## src/rtl/cordic_arbiter.sv

```systemverilog
// Two-requester round-robin front end for a shared cosine engine.
// One operation in flight at a time: IDLE -> ISSUE -> WAIT -> RESP -> IDLE.
module cordic_arbiter #(
    parameter int unsigned TIMEOUT = 15
) (
    input  logic        clk,
    input  logic        reset,
    input  logic        req_valid0,
    input  logic        req_valid1,
    input  logic [21:0] req_angle0,
    input  logic [21:0] req_angle1,
    output logic        req_ready0,
    output logic        req_ready1,
    output logic        resp_valid0,
    output logic        resp_valid1,
    input  logic        resp_ready0,
    input  logic        resp_ready1,
    output logic [21:0] resp_cos,
    output logic        resp_err,
    output logic        eng_start,
    output logic [21:0] eng_angle,
    input  logic        eng_done,
    input  logic [21:0] eng_cos,
    output logic        busy
);

    // Handshake: a request transfers on a cycle where req_validk && req_readyk;
    // a response transfers on a cycle where resp_validk && resp_readyk.
    typedef enum logic [1:0] {IDLE, ISSUE, WAIT, RESP} state_t;

    localparam logic [3:0] TLIM = 4'(TIMEOUT - 1);

    state_t      state;
    state_t      state_nxt;
    logic        rr;
    logic        owner;
    logic        grant;
    logic        accept;
    logic        owner_ready;
    logic [21:0] ang_q;
    logic [21:0] res_q;
    logic        err_q;
    logic [3:0]  tcnt;

    // Contention goes to rr; otherwise the lone valid requester (0 when none).
    always_comb begin
        if (req_valid0 && req_valid1) begin
            grant = rr;
        end else begin
            grant = req_valid1;
        end
    end

    assign accept      = (state == IDLE) && (grant ? req_valid1 : req_valid0);
    assign owner_ready = owner ? resp_ready1 : resp_ready0;

    always_ff @(posedge clk or negedge reset) begin
        if (!reset) begin
            state <= IDLE;
        end else begin
            state <= state_nxt;
        end
    end

    always_comb begin
        state_nxt = state;
        case (state)
            IDLE:  if (accept) state_nxt = ISSUE;
            ISSUE: state_nxt = WAIT;
            WAIT:  if (eng_done || (tcnt == TLIM)) state_nxt = RESP;
            RESP:  if (owner_ready) state_nxt = IDLE;
            default: state_nxt = IDLE;
        endcase
    end

    always_ff @(posedge clk or negedge reset) begin
        if (!reset) begin
            rr    <= 1'b0;
            owner <= 1'b0;
            ang_q <= '0;
            res_q <= '0;
            err_q <= 1'b0;
            tcnt  <= '0;
        end else begin
            case (state)
                IDLE: begin
                    if (accept) begin
                        ang_q <= grant ? req_angle1 : req_angle0;
                        owner <= grant;
                        rr    <= ~grant;
                    end
                end
                ISSUE: tcnt <= '0;
                WAIT: begin
                    // done wins over a timeout landing in the same cycle
                    if (eng_done) begin
                        res_q <= eng_cos;
                        err_q <= 1'b0;
                    end else begin
                        if (tcnt == TLIM) begin
                            res_q <= '0;
                            err_q <= 1'b1;
                        end
                        if (tcnt != 4'hF) tcnt <= tcnt + 4'd1;
                    end
                end
                default: ;
            endcase
        end
    end

    // req_ready is gated by reset because state already reads IDLE during reset.
    always_comb begin
        req_ready0  = reset && (state == IDLE) && !grant;
        req_ready1  = reset && (state == IDLE) && grant;
        eng_start   = (state == ISSUE);
        busy        = (state != IDLE);
        resp_valid0 = (state == RESP) && !owner;
        resp_valid1 = (state == RESP) && owner;
        resp_cos    = (state == RESP) ? res_q : '0;
        resp_err    = (state == RESP) ? err_q : 1'b0;
    end

    assign eng_angle = ang_q;

endmodule

```

## config.mk

```make
export PLATFORM = sky130hd
export DESIGN_NAME = cordic_arbiter
export DESIGN_NICKNAME = d
export VERILOG_FILES = /design/src/rtl/cordic_arbiter.sv
export SDC_FILE = /design/constraint.sdc
export NUM_CORES = 1
export LEC_CHECK = 0
export CAP_MARGIN = 20
export CELL_PAD_IN_SITES_DETAIL_PLACEMENT = 1
export CELL_PAD_IN_SITES_GLOBAL_PLACEMENT = 1
export CORE_AREA = 2 2 92 94
export DETAILED_ROUTE_END_ITERATION = 7
export DIE_AREA = 0 0 94 96
export PLACE_DENSITY = 0.92
export SYNTH_ARGS = -nofsm -noshare
export SYNTH_HDL_FRONTEND = slang
export SYNTH_SLANG_ARGS = --single-unit
```

## constraint.sdc

```tcl
create_clock -name clk -period 4.7 [get_ports clk]
set_input_delay 0.94 -clock clk [delete_from_list [all_inputs] [get_ports clk]]
set_output_delay 0.94 -clock clk [all_outputs]
set_load 0.01 [all_outputs]
```

== After elaboration in Yosys (flattened, before gate mapping) ==
Index checks and enable logic that the tools add are counted.

* Bits in registers: 53
* Input bits: 73
* Output and inout port bits: 51

* Add/sub/neg operators: 1
* Equality and inequality tests: 10
* Muxes and demuxes: 17
* Bitwise logic cells: 1
* Reductions and logical operators: 18

{| class="wikitable"
|+ Operators by type and width
! cell !! number
|-
| $mux W22 || 4
|-
| $ne A2 B2 Y1 const B || 5
|-
| $mux W4 || 2
|-
| $pmux W2 S4 || 1
|-
| $pmux W4 S2 || 1
|-
| $logic_and A1 B1 Y1 || 7
|-
| $mux W1 || 6
|-
| $mux W2 || 3
|-
| $reduce_and A3 Y1 || 2
|-
| $reduce_bool A2 Y1 || 3
|-
| $add A4 B1 Y4 const B || 1
|-
| $eq A2 B2 Y1 const B || 2
|-
| $eq A4 B4 Y1 const B || 1
|-
| $ne A4 B4 Y1 const B || 1
|-
| $reduce_and A2 Y1 || 2
|-
| $eq A2 B1 Y1 const B || 1
|-
| $logic_not A1 Y1 || 2
|-
| $logic_not A2 Y1 || 1
|-
| $logic_or A1 B1 Y1 || 1
|-
| $not A1 Y1 || 1
|}

== Longest topological paths before layout ==
Gate-level depths: netlist (run 1).

* Depth in word-level cells: 6
* Mapped depth: 7
* Mapped depth without buffers: 5

== Worst setup path before layout (run 1) ==
OpenSTA, ideal clock, no wires.

* Kind: in2out
* Start point: input port req_valid0
* End point: output port req_ready1
* Data arrival time: 1.589 ns
* Required time: 3.760 ns
* Path slack: 2.171 ns
* Stages: 5
* Buffers on the path: 2
* Path through: nand2b_1 and3_1 buf_6 buf_6 and2_1

* Word-level cells in the longest chain between the ends: 3

{| class="wikitable"
|+ Ends and longest elaborated chain
! item !! RTL line !! source
|-
| start, declared || 8 || <nowiki>input logic req_valid0,</nowiki>
|-
| $logic_and A1 B1 Y1 || 47 || <nowiki>if (req_valid0 && req_valid1) begin</nowiki>
|-
| $mux W1 || 47 ||
|-
| $logic_and A1 B1 Y1 || 115 || <nowiki>req_ready1 = reset && (state == IDLE) && grant;</nowiki>
|-
| end, declared || 13 || <nowiki>output logic req_ready1,</nowiki>
|}

No other way between the ends.

== Worst setup path in the final report (run 1) ==
Same ends and word-level chain as after synthesis.

==> flow_summary.yaml, run 1 <==
logic_synthesis:
  synthCells: 214
  synth-seq-cells: 53
  synth_area_mm2: 0.00248
  syn_nets: 293
  yosysWarnings: 0
  avgSynthCellArea_um2: 11.6
  ys_seq_area_frac: 0.535
  yosys.cell_types.count: 27
power_and_ir_drop:
  peakVddDrop_uv: 180
  total_power_w: 0.00219
  power_leakage_nw: 1.67
  p_per_area_mw_per_mm2: 564
final_layout:
  final_area_mm2: 0.00388
  num-fill-cells: 878
  layout-drive-gt1-share: 0.0363
  final_common_cell: "clkdlybuf4s50_1"
  synthToLayoutAreaGrowth_pct: 56.7
  layout_common_cells: "122 x clkdlybuf4s50_1, 53 x dfrtp_1, 48 x and2_1, 22 x a221o_1, 22 x a22o_1"
  antennaDiodeCount: 0
  finalNetCount: 409
grt:
  grt_max_degree: 51
  globalRoute.totalOverflow: 0
  grt_usage: 0.165
  grt_pass1_vias: 2258
  antenna_found_initial: 0
  grt_pass1_wl_um: 11600
timing:
  max_freq_mhz: 252
  rsz0062_at_grt: "false"
  slew_violations: 0
  fin_crit_ns: 3.97
  relSlewSlack: 0.368
  fin_skew_ns: 0.00415
  worst_slew_pin_slew_ns: 0.948
  setup_viol: 0
  tns_ns: 0
  timing.final.ws_setup_ns: 0.731
  worst_hold_slack_ns: 0.458
  hold_viol_final: 0
  fin_crit_sh: 0.844
worst_setup_path:
  start_kind: "primary input"
  setup.worst_path.class: "primary input to output port"
  r2r-start: "state[0]"
  critPathMaxFanout: 24
  critPathLaunch: "req_valid0"
  arrival_ns: 3.03
  endpoint_kind: "output port"
  cp_data_required_time_ns: 3.76
cts:
  cts-root-buf: "clkbuf_8"
  clock_latency_ns: 0.30
  cts_made_buffers: 5
  tritoncts: "done"
  clockBufferDepth: 2
  htree_levels: 2
  cts.repair.resized: 0
  path_clk_slew_ns: 0.09
  cts_sinks: 53
  cts_setup_buffers: 0
  postCtsHoldBufs: 0
floorplanning:
  die_w_um: 94
  die_area_mm2: 0.00902
  die_y_um: 96
  io_pins: 124
  core_area_mm2: 0.00805
  num_rows: 33
  start_util: 0.308
job:
  drv_cap: 0
routing:
  wire_per_inst_um: 17.4
  vias_per_cell: 5.04
  drtIter0Drc: 60
  drt-total-wl_um: 7600
  num_vias: 2199
  antenna_left: 0
  drt-pass1-iter-count: 4
  drc: 0
placement:
  dpl.hpwl_um: 5650
  gp_congestion: 0.743
  port_buffers: 123
  placedInstanceArea_mm2: 0.00377
  dp_slack_ns: 0.702
min_path:
  hold_class: "primary input to asynchronous set/reset pin"
outcome:
  outcome: "finished clean"
[worst max-delay path, stage by stage]
cell,delay [ns]
clkdlybuf4s50_1,0.48
nand2b_1,0.12
and3_1,0.73
and2_1,0.22
clkdlybuf4s50_1,0.53
[metal layers]
layer / vias to the layer above / wire [um] / global-route usage
met2: 82 / 3900 / 0.299
met4: 0 / 65 / 0.0374
met5: - / 0 / 0
met1: 1102 / 3090 / 0.200
li1: 1008 / - / -
met3: 7 / 548 / 0.0407
[synth_stat cells, drive strengths merged]
cell type	n	area share
dfrtp	53	0.53
inv	7	0.011
nor3b	1	0.0030
nand2	6	0.0091
and2	48	0.12
o21ai	3	0.0061
nand4	1	0.0025
a21o	1	0.0030
a22o	22	0.078
a21oi	5	0.010
a31oi	4	0.010
clkbuf	7	0.011
and3	2	0.0050
nor2b	1	0.0025
a2bb2oi	2	0.0071
nand4b	2	0.0071
mux2i	2	0.0081
nand4bb	1	0.0045
a221o	22	0.089
nor2	3	0.0045
o221ai	2	0.0071
ha	6	0.030
buf	10	0.028
nand2b	2	0.0050
a221oi	1	0.0035
[final timing paths]
| check | to | slack [ns] | cells after the start |
|---|---|---|---|
| max | req_ready1 | 0.73 | 5 |
| min | eng_angle[9] | 0.46 | 1 |
| max reg2reg | res_q[9] | 2.67 | 4 |
| min reg2reg | res_q[8] | 0.50 | 1 |
| max in group asynchronous | res_q[17] | 3.39 | 2 |
| min in group clk | res_q[8] | 0.50 | 1 |
[metrics by stage]
stage | utilization | std cells
2_1_floorplan | - | 214
3_3_place_gp | 0.467 | 427
3_5_place_dp | 0.468 | 428
4_1_cts | 0.483 | 436
5_1_grt | 0.483 | 436
6_report | 0.483 | 436
[sequential cells by signal (all words and copies together), names as in the netlist]
name,count
state,2
rr,1
err_q,1
eng_angle,22
tcnt,4
res_q,22
owner,1
[power breakdown]
part           internal, W  total, W  switching [W]
clock             0.000174  0.000319       0.000145
combinational     0.000616   0.00110       0.000479
sequential        0.000658  0.000777       0.000119
[cells by family after synthesis]
group | synth area share
buffers and inverters | 0.0489
DFF | 0.535
and+or+nand+nor | 0.164
AOI/OAI and AO/OA | 0.213
muxes | 0.00807
adders and majority gates | 0.0303
[layout make-up]
| type | count | area (um^2) | area share |
|---|---|---|---|
| clock buffer | 7 | 86.3 | 0.0222 |
| sequential | 53 | 1330 | 0.341 |
| tap | 105 | 131 | 0.0338 |
| clock inverter | 1 | 30.0 | 0.00773 |
| multi-input combinational | 137 | 1040 | 0.267 |
| inverter | 7 | 26.3 | 0.00676 |
| timing repair buffer | 126 | 1250 | 0.321 |
(Power assumes the default switching activity.)
==> inputs of run 2 (changes only) <==
--- a/config.mk
+++ b/config.mk
@@ -8,10 +8,10 @@
 export CAP_MARGIN = 20
 export CELL_PAD_IN_SITES_DETAIL_PLACEMENT = 1
 export CELL_PAD_IN_SITES_GLOBAL_PLACEMENT = 1
-export CORE_AREA = 2 2 92 94
+export CORE_AREA = 2 2 99 101
 export DETAILED_ROUTE_END_ITERATION = 7
-export DIE_AREA = 0 0 94 96
-export PLACE_DENSITY = 0.92
+export DIE_AREA = 0 0 101 103
+export PLACE_DENSITY = 0.84
 export SYNTH_ARGS = -nofsm -noshare
 export SYNTH_HDL_FRONTEND = slang
 export SYNTH_SLANG_ARGS = --single-unit
==> constraint.sdc (replaced) <==
create_clock -name clk -period 3.45 [get_ports clk]
set_input_delay 0.69 -clock clk [delete_from_list [all_inputs] [get_ports clk]]
set_output_delay 0.69 -clock clk [all_outputs]
set_load 0.01 [all_outputs]
==> run 2 against run 1 <==
Wire length up 2.5%. Clock-buffer cell count down 1. Critical path depth down 2. Critical endpoint is now resp_cos[0].
==> flow_summary.yaml, run 2 (synthesis gave the netlist of run 1 again) <==
cts:
  clock_latency_ns: 0.30
  htree_levels: 2
  clockBufferDepth: 2
  cts_setup_buffers: 0
  cts_sinks: 53
  cts_made_buffers: 5
  postCtsHoldBufs: 0
  cts.repair.resized: 0
  cts-root-buf: "clkbuf_8"
  tritoncts: "done"
  path_clk_slew_ns: 0.10
floorplanning:
  start_util: 0.262
  die_area_mm2: 0.0104
  die_y_um: 103
  die_w_um: 101
  num_rows: 36
  core_area_mm2: 0.00946
  io_pins: 124
power_and_ir_drop:
  p_per_area_mw_per_mm2: 752
  peakVddDrop_uv: 243
  power_leakage_nw: 1.67
  power.share.clock: 0.126
  total_power_w: 0.00293
  power_frac_comb: 0.514
  p_sw_w: 0.00102
  intPower_w: 0.00190
  seqPwrFrac: 0.359
  p_sw_frac: 0.349
grt:
  grt_pass1_wl_um: 12200
  globalRoute.totalOverflow: 0
  grt_max_degree: 54
  grt_usage: 0.148
  grt_pass1_vias: 2413
  antenna_found_initial: 0
worst_setup_path:
  start_kind: "flip-flop"
  critPathMaxFanout: 27
  cp_data_required_time_ns: 2.76
  arrival_ns: 2.24
  r2r_setup_slack_ns: 1.41
  setup.worst_path.class: "flip-flop to output port"
  endpoint_kind: "output port"
timing:
  slew_violations: 0
  worst_slew_pin_slew_ns: 0.977
  fin_crit_ns: 2.93
  timing.final.ws_setup_ns: 0.516
  fin_crit_sh: 0.851
  setup_viol: 0
  fin_skew_ns: 0.00765
  max_freq_mhz: 341
  hold_viol_final: 0
  relSlewSlack: 0.349
  rsz0062_at_grt: "false"
  tns_ns: 0
final_layout:
  final_common_cell: "clkdlybuf4s50_1"
  finalNetCount: 410
  antennaDiodeCount: 0
  num-fill-cells: 1036
  layout_common_cells: "122 x clkdlybuf4s50_1, 53 x dfrtp_1, 48 x and2_1, 22 x a221o_1, 22 x a22o_1"
  synthToLayoutAreaGrowth_pct: 56.8
  ff_latch_area_mm2: 0.00133
  multi_input_area_mm2: 0.00104
  layout-drive-gt1-share: 0.0452
  utilization: 0.411
placement:
  gp_congestion: 0.765
  dpl.hpwl_um: 5760
  port_buffers: 123
  dp_slack_ns: 0.554
outcome:
  outcome: "finished clean"
routing:
  drtIter0Drc: 62
  antenna_left: 0
  drt-total-wl_um: 7790
  wire_per_inst_um: 17.5
  drt-pass1-iter-count: 4
  vias_per_cell: 4.94
  drc: 0
  num_vias: 2202
min_path:
  hold_class: "flip-flop to flip-flop"
job:
  drv_cap: 0
[run 2: path summary, 6_finish.rpt]
kind / from / cells past startpoint / end
worst max register to register: state[0] / 4 / res_q[0]
worst min-delay path: res_q[10] / 1 / res_q[10]
max in group asynchronous: reset / 2 / eng_angle[13]
min in group asynchronous: reset / 2 / eng_angle[6]
worst max-delay path: state[0] / 3 / resp_cos[0]
worst min register to register: res_q[10] / 1 / res_q[10]
[run 2: through the flow]
step | hold WS (ns) | instances | instance area [um^2]
floorplan | 0.394 | 214 | 2480
global placement | 0.475 | 438 | 3790
detailed placement | 0.474 | 438 | 3790
CTS | 0.510 | 446 | 3890
global route | 0.520 | 446 | 3890
finish | 0.501 | 446 | 3890
[run 2: layer usage]
metal / part of all wire / global-route usage / wire length [um] / vias up
met5: 0 / 0 / 0 / -
met4: 0.015 / 0.0374 / 115 / 0
met3: 0.052 / 0.0332 / 403 / 10
met2: 0.52 / 0.273 / 4010 / 75
met1: 0.42 / 0.176 / 3260 / 1102
li1: - / - / - / 1015
[run 2: critical path: stages (launching register included)]
cell and delay, ns:
dfrtp_1 0.42, ha_1 0.73, and2_1 0.25, clkdlybuf4s50_1 0.55
[run 2: cell type report]
| type | count | area share |
|---|---|---|
| Clock buffer | 6 | 0.0212 |
| Clock inverter | 2 | 0.00354 |
| Multi-Input combinational cell | 137 | 0.267 |
| Inverter | 7 | 0.00676 |
| Sequential cell | 53 | 0.341 |
| Tap cell | 114 | 0.0367 |
| Timing Repair Buffer | 127 | 0.323 |
[run 2: power groups by stage]
stage               clock network [W]  registers (W)  logic (W)
detailed placement                  0        0.00106    0.00153
CTS                          0.000389        0.00105    0.00153
finish                       0.000369        0.00105    0.00150
floorplan                           0        0.00108   0.000770
global placement                    0        0.00104    0.00147
global route                 0.000421        0.00109    0.00164
==> inputs of run 3 (changes only) <==
==> constraint.sdc (replaced) <==
create_clock -name clk -period 2.64 [get_ports clk]
set_input_delay 0.528 -clock clk [delete_from_list [all_inputs] [get_ports clk]]
set_output_delay 0.528 -clock clk [all_outputs]
set_load 0.01 [all_outputs]
==> run 3 against run 2 <==
Clock skew is 0.0014 ns higher. Sequential cell count stayed put. Highest routed layer unchanged. Critical endpoint is now req_ready1. Non-clock buffer count is 4 higher. Critical path depth is 2 higher.
==> flow_summary.yaml, run 3 (synthesis gave the netlist of run 1 again) <==
timing:
  fin_skew_ns: 0.00905
  worst_slew_pin_slew_ns: 0.973
  fin_crit_sh: 0.946
  fin_crit_ns: 2.50
  relSlewSlack: 0.351
  setup_viol: 0
  hold_viol_final: 0
  slew_violations: 0
  tns_ns: 0
  rsz0062_at_grt: "false"
  max_freq_mhz: 401
routing:
  drt-pass1-iter-count: 4
  wire_per_inst_um: 16.8
  drtIter0Drc: 52
  drt-total-wl_um: 7550
  antenna_left: 0
  num_vias: 2175
  drc: 0
  vias_per_cell: 4.83
power_and_ir_drop:
  peakVddDrop_uv: 300
  seqPwrFrac: 0.358
  p_per_area_mw_per_mm2: 979
  intPower_w: 0.00252
  p_sw_w: 0.00133
  power.share.clock: 0.124
  p_sw_frac: 0.345
  total_power_w: 0.00385
  power_leakage_nw: 1.69
  power_frac_comb: 0.519
final_layout:
  synthToLayoutAreaGrowth_pct: 58.8
  layout-drive-gt1-share: 0.0595
  final_common_cell: "clkdlybuf4s50_1"
  finalNetCount: 414
  antennaDiodeCount: 0
  layout_common_cells: "122 x clkdlybuf4s50_1, 53 x dfrtp_1, 48 x and2_1, 22 x a221o_1, 22 x a22o_1"
worst_setup_path:
  critPathMaxFanout: 5
  arrival_ns: 1.97
  start_kind: "flip-flop"
  cp_data_required_time_ns: 2.11
  endpoint_kind: "output port"
  setup.worst_path.class: "flip-flop to output port"
cts:
  cts_made_buffers: 5
  clockBufferDepth: 2
  cts_sinks: 53
  cts.repair.resized: 1
  path_clk_slew_ns: 0.10
  clock_latency_ns: 0.30
  cts-root-buf: "clkbuf_8"
  cts_setup_buffers: 0
  tritoncts: "done"
  htree_levels: 2
  postCtsHoldBufs: 0
grt:
  use_met3: 0.0339
  grt_usage: 0.142
  grt_pass1_wl_um: 11700
  antenna_found_initial: 0
  grt_pass1_vias: 2300
  top_usage_layer: "met2"
  met2_usage: 0.254
  gr-usage-met1: 0.176
  globalRoute.totalOverflow: 0
  grt_max_degree: 49
floorplanning:
  die_area_mm2: 0.0104
  die_y_um: 103
  start_util: 0.262
  io_pins: 124
  num_rows: 36
  core_area_mm2: 0.00946
  die_w_um: 101
outcome:
  outcome: "finished clean"
min_path:
  hold_class: "primary input to asynchronous set/reset pin"
placement:
  gp_congestion: 0.730
  port_buffers: 123
  dpl.hpwl_um: 5680
job:
  drv_cap: 0
[run 3: final cells by class]
class	instances	area [um^2]
Timing Repair Buffer	131	1290
Clock buffer	6	82.6
Clock inverter	2	13.8
Sequential cell	53	1330
Tap cell	114	143
Multi-Input combinational cell	137	1050
Fill cell	1040	5520
Inverter	7	26.3
[run 3: path summary, 6_finish.rpt]
check,cells after the start,start,to,slack (ns)
min in group clk,1,res_q[16],res_q[16],0.50
min reg2reg,1,res_q[16],res_q[16],0.50
min,1,reset,eng_angle[18],0.05
max,5,state[0],req_ready1,0.14
max in group asynchronous,2,reset,res_q[10],1.74
max reg2reg,5,tcnt[0],res_q[6],0.66
[run 3: power groups by stage]
stage	logic, W	registers [W]	clock network [W]
2_1_floorplan	0.00101	0.00141	0
3_3_place_gp	0.00194	0.00136	0
3_5_place_dp	0.00201	0.00138	0
4_1_cts	0.00202	0.00137	0.000506
5_1_grt	0.00219	0.00143	0.000529
6_report	0.00200	0.00138	0.000477
[run 3: per-stage QoR]
step | cell area, um^2 | setup WS (ns) | utilization | hold slack (ns) | std cells
floorplan | 2480 | 0.789 | - | 0.232 | 214
global placement | 3810 | 0.202 | 0.403 | 0.380 | 441
detailed placement | 3810 | 0.181 | 0.403 | 0.380 | 441
CTS | 3910 | 0.126 | 0.414 | 0.0415 | 449
global route | 3940 | 0.0466 | 0.416 | 0.0360 | 450
finish | 3940 | 0.143 | 0.416 | 0.0525 | 450
[run 3: worst max-delay path, stage by stage, from the launching register on]
cell and delay, ns:
dfrtp_1 0.45, inv_1 0.11, ha_1 0.26, and3_1 0.20, and2_1 0.12, clkdlybuf4s50_1 0.54
[run 3: per-layer routing]
| layer | wire (um) | vias up |
|---|---|---|
| li1 | - | 1021 |
| met1 | 3200 | 1089 |
| met2 | 3930 | 61 |
| met3 | 365 | 4 |
| met4 | 56 | 0 |
| met5 | 0 | - |
